**src/rtl/pc_adder_core.sv**
```systemverilog
// pc_adder_core: next-sequential-PC generator for the fetch stage.
// Produces addr + STEP combinationally, together with wrap and misaligned
// status flags. It also provides a registered copy of the sum and wrap flag,
// with a valid flag.
// Optional feature: define PC_ADDER_MISALIGN_CHECK_EN to drive `misaligned`
// from addr[1:0]. When it is undefined, `misaligned` is tied to 0.
module pc_adder_core #(
   parameter int unsigned XLEN = 32,
   parameter int unsigned STEP = 4
) (
   input  logic            clk,
   input  logic            rst,
   input  logic [XLEN-1:0] addr,
   input  logic            en,
   output logic [XLEN-1:0] pc_plus_4,
   output logic            wrap,
   output logic            misaligned,
   output logic [XLEN-1:0] pc_plus_4_q,
   output logic            wrap_q,
   output logic            valid_q
);

   localparam logic [XLEN-1:0] STEP_W = XLEN'(STEP);

   logic [XLEN:0]   sum;
   logic [XLEN-1:0] pc_plus_4_d;
   logic            wrap_d;
   logic            valid_d;

   // Widened add: the extra top bit is the carry-out, and it is exposed only as wrap
   always_comb begin
      sum       = {1'b0, addr} + {1'b0, STEP_W};
      pc_plus_4 = sum[XLEN-1:0];
      wrap      = sum[XLEN];
   end

   // Advisory alignment flag; it never alters the increment
   always_comb begin
`ifdef PC_ADDER_MISALIGN_CHECK_EN
      misaligned = |addr[1:0];
`else
      misaligned = 1'b0;
`endif
   end

   // Next state for the registered stage: load when enabled, otherwise hold
   always_comb begin
      pc_plus_4_d = pc_plus_4_q;
      wrap_d      = wrap_q;
      valid_d     = valid_q;
      if (en) begin
         pc_plus_4_d = pc_plus_4;
         wrap_d      = wrap;
         valid_d     = 1'b1;
      end
   end

   // Registered stage; reset takes priority over enable and loads constants only
   always_ff @(posedge clk) begin
      if (rst) begin
         pc_plus_4_q <= '0;
         wrap_q      <= 1'b0;
         valid_q     <= 1'b0;
      end else begin
         pc_plus_4_q <= pc_plus_4_d;
         wrap_q      <= wrap_d;
         valid_q     <= valid_d;
      end
   end

endmodule

```
**config.mk**
```make
export PLATFORM = sky130hd
export DESIGN_NAME = pc_adder_core
export DESIGN_NICKNAME = d
export VERILOG_FILES = /design/src/rtl/pc_adder_core.sv
export SDC_FILE = /design/constraint.sdc
export NUM_CORES = 1
export LEC_CHECK = 0
export CORE_ASPECT_RATIO = 1.2
export CORE_MARGIN = 2
export CORE_UTILIZATION = 39
export CTS_CLUSTER_SIZE = 12
export DETAILED_ROUTE_END_ITERATION = 16
export HOLD_SLACK_MARGIN = 0.05
export MAX_ROUTING_LAYER = met4
export PLACE_DENSITY = 0.88
export REMOVE_ABC_BUFFERS = 1
export SETUP_SLACK_MARGIN = 0.15
export SYNTH_ARGS = -nofsm -noshare
export SYNTH_HDL_FRONTEND = slang
export SYNTH_SLANG_ARGS = --single-unit
export TNS_END_PERCENT = 20
```
**constraint.sdc**
```tcl
create_clock -name clk -period 3.4 [get_ports clk]
set_input_delay 0.68 -clock clk [delete_from_list [all_inputs] [get_ports clk]]
set_output_delay 0.68 -clock clk [all_outputs]
set_load 0.05 [all_outputs]
```
==> impl_metrics.py <==
metrics = {
    "grt": {
        "grt_use_met2_pct": 54.5,
        "use_met3_pct": 5.78,
        "grt_pass1_vias": 2596,
        "grt-busiest-layer": "met2",
        "grt_first_pass_wirelength_microns": 12400,
        "track_usage_pct": 31.3,
        "grt_antenna_before_repair": 1,
        "grt_max_degree": 42,
        "use_met1_pct": 32.0,
        "grt_overflow": 0,
    },
    "logic_synthesis": {
        "synth-async-reset-ratio_pct": 0,
        "ys_top_cells_by_area": "dfxtp_1 (36%), nor2_1 (8.0%), a311oi_1 (7.5%), nand2_1 (4.8%), or4_1 (4.8%)",
        "synth_flop_cell": "dfxtp_1",
        "synth_top_cell_by_area": "dfxtp_1",
        "synth_top_area_share_pct": 36.4,
        "synth_area_sq_um": 1870,
        "synth_warnings": 0,
        "avgSynthCellArea_sq_um": 7.85,
        "ys_seq_elements": 34,
        "synthCells": 238,
        "synth_sequential_area_ratio_pct": 36.4,
        "synth_most_common_cell": "nor2_1",
        "synthTopCellsByCount": "nor2_1 (40), dfxtp_1 (34), nand2_1 (24), a311oi_1 (16), or4_1 (12)",
        "ys_types": 31,
        "synth_edf_count": 0,
    },
    "drt": {
        "routed_wl_microns": 8280,
        "ant_nets": 0,
        "avgViaCountPerCell": 5.95,
        "wire_per_inst_microns": 19.3,
        "vias": 2558,
        "drc": 0,
        "drtIter0Drc": 216,
        "first_pass_iters": 5,
    },
    "sta": {
        "final-setup-viol-count": 0,
        "tightest_slew_ns": 0.822,
        "rsz0062_at_grt": "yes",
        "report.final.slew_viol_count": 0,
        "finClkSkew_ns": 0,
        "setup_slack_ns": 0.181,
        "relSlewSlack_pct": 45.2,
        "fmax_mhz": 311,
        "setup_tns_ns": 0,
        "hold_viol": 0,
        "fin_crit_ns": 3.22,
        "period_share_pct": 94.7,
    },
    "place": {
        "place_ws_ns": -0.271,
        "gp_congestion": 0.840,
        "io_buffers": 101,
        "post-dp-hpwl_microns": 4780,
        "dpl_cell_area_sq_um": 3360,
    },
    "setup_path": {
        "crit_type": "input pin to primary output",
        "cp_data_arrival_time_ns": 2.54,
        "crit_path_end_kind": "primary output",
        "critPathRequiredTime_ns": 2.72,
        "startpoint_type": "input pin",
        "reg2reg_slack_ns": 2.56,
        "cp_max_fo": 6,
    },
    "finish": {
        "drive_above_1_share_pct": 32.1,
        "fill_cells": 261,
        "fin_area_sq_um": 3720,
        "area_growth_pct": 98.9,
        "seqCellArea_sq_um": 681,
        "multi_input_area_sq_um": 1250,
        "utilization_pct": 80.9,
        "nNetsFinal": 406,
    },
    "clock_network": {
        "htree_num_levels": 2,
        "tritoncts.num_buffers": 5,
        "ctsHoldBuffers": 0,
        "clock-sinks": 34,
        "cts_tree": "built",
        "root_buffer": "clkbuf_8",
        "clockBufferDepth": 2,
        "clk_pin_slew_ns": 0.07,
        "clock_latency_ns": 0.28,
    },
    "die": {
        "core_area_sq_um": 4590,
        "dieArea_sq_um": 5370,
        "die_y_microns": 79.8,
        "die_w_microns": 67.2,
        "initial_core_util_pct": 40.7,
        "num_rows": 27,
        "io_pins": 103,
    },
    "power": {
        "p_leak_nw": 1.54,
        "total_power_mw": 1.26,
        "cellPowerDensity_nw_per_um2": 338,
        "ir_worst_vdd_uv": 214,
    },
    "worst_hold_path": {
        "hold_class": "flip-flop to flip-flop",
    },
    "status": {
        "status": "complete, no violations",
    },
    "run": {
        "maxCapViolCount": 0,
    },
}
## routing by layer
layer / vias up / share of wire, %
met2: 185 / 52
met4: 0 / 4.8
li1: 1132 / -
met5: - / 0
met3: 41 / 8.0
met1: 1200 / 35
## where the power goes
group          internal [mW]  total [mW]  switching [mW]
combinational          0.197       0.506           0.309
sequential             0.426       0.441          0.0156
clock                  0.163       0.309           0.146
## registers in the layout, indices dropped and copies added (netlist names)
name and count:
valid_q 1, pc_plus_4_q 32, wrap_q 1
## cell type report
type	count	share of cell area [%]
Clock inverter	1	0.135
Multi-Input combinational cell	175	33.5
Sequential cell	34	18.3
Timing Repair Buffer	143	42.6
Clock buffer	7	2.32
Inverter	11	1.11
Antenna cell	1	0.0673
Tap cell	58	1.95
## per-stage QoR
stage	hold WS, ns	cells
finish	0.482	430
global route	0.503	430
CTS	0.487	428
detailed placement	0.478	410
global placement	0.451	410
floorplan	0.684	220
## worst max-delay path, cell delays in order
cell           delay (ns)
dlygate4sd2_1        0.24
nand4_2              0.12
or4_4                0.58
buf_6                0.16
buf_4                0.15
or3_4                0.39
nand2_4              0.09
buf_12               0.13
## kinds of logic after synthesis
group / synth area share (%)
muxes: 3.21
buffers and inverters: 6.63
DFF: 36.4
other: 0.201
adders and majority gates: 0.669
AOI/OAI and AO/OA: 17.4
xor gates and xnor gates: 5.62
and+or+nand+nor: 29.9
## final timing paths
| check | from | end | depth (start not counted) |
|---|---|---|---|
| setup reg to reg | pc_plus_4_q[14] | pc_plus_4_q[14] | 3 |
| setup / recovery | addr[12] | pc_plus_4[20] | 8 |
| hold / removal | pc_plus_4_q[2] | pc_plus_4_q[2] | 2 |
| hold reg to reg | pc_plus_4_q[2] | pc_plus_4_q[2] | 2 |
## placed cells by master (no fill, tap or decap), types with 7 or more instances in the layout
cell type / count
dlygate4sd2_1: 16
or4_4: 9
nand2_1: 12
dfxtp_1: 34
nand2_4: 7
nand3_1: 7
inv_1: 11
a311oi_1: 16
nor2_1: 40
buf_12: 28
buf_4: 39
clkdlybuf4s50_1: 47
xnor2_1: 7
## what timing repair did
item | in CTS | in global routing
setup endpoints to repair | 17 | 11
pin swaps | 18 | 3
gates cloned | 1 | 0
setup buffers | 9 | 1
gates resized for setup | 77 | 13
Power figures use the tool's default switching activity.
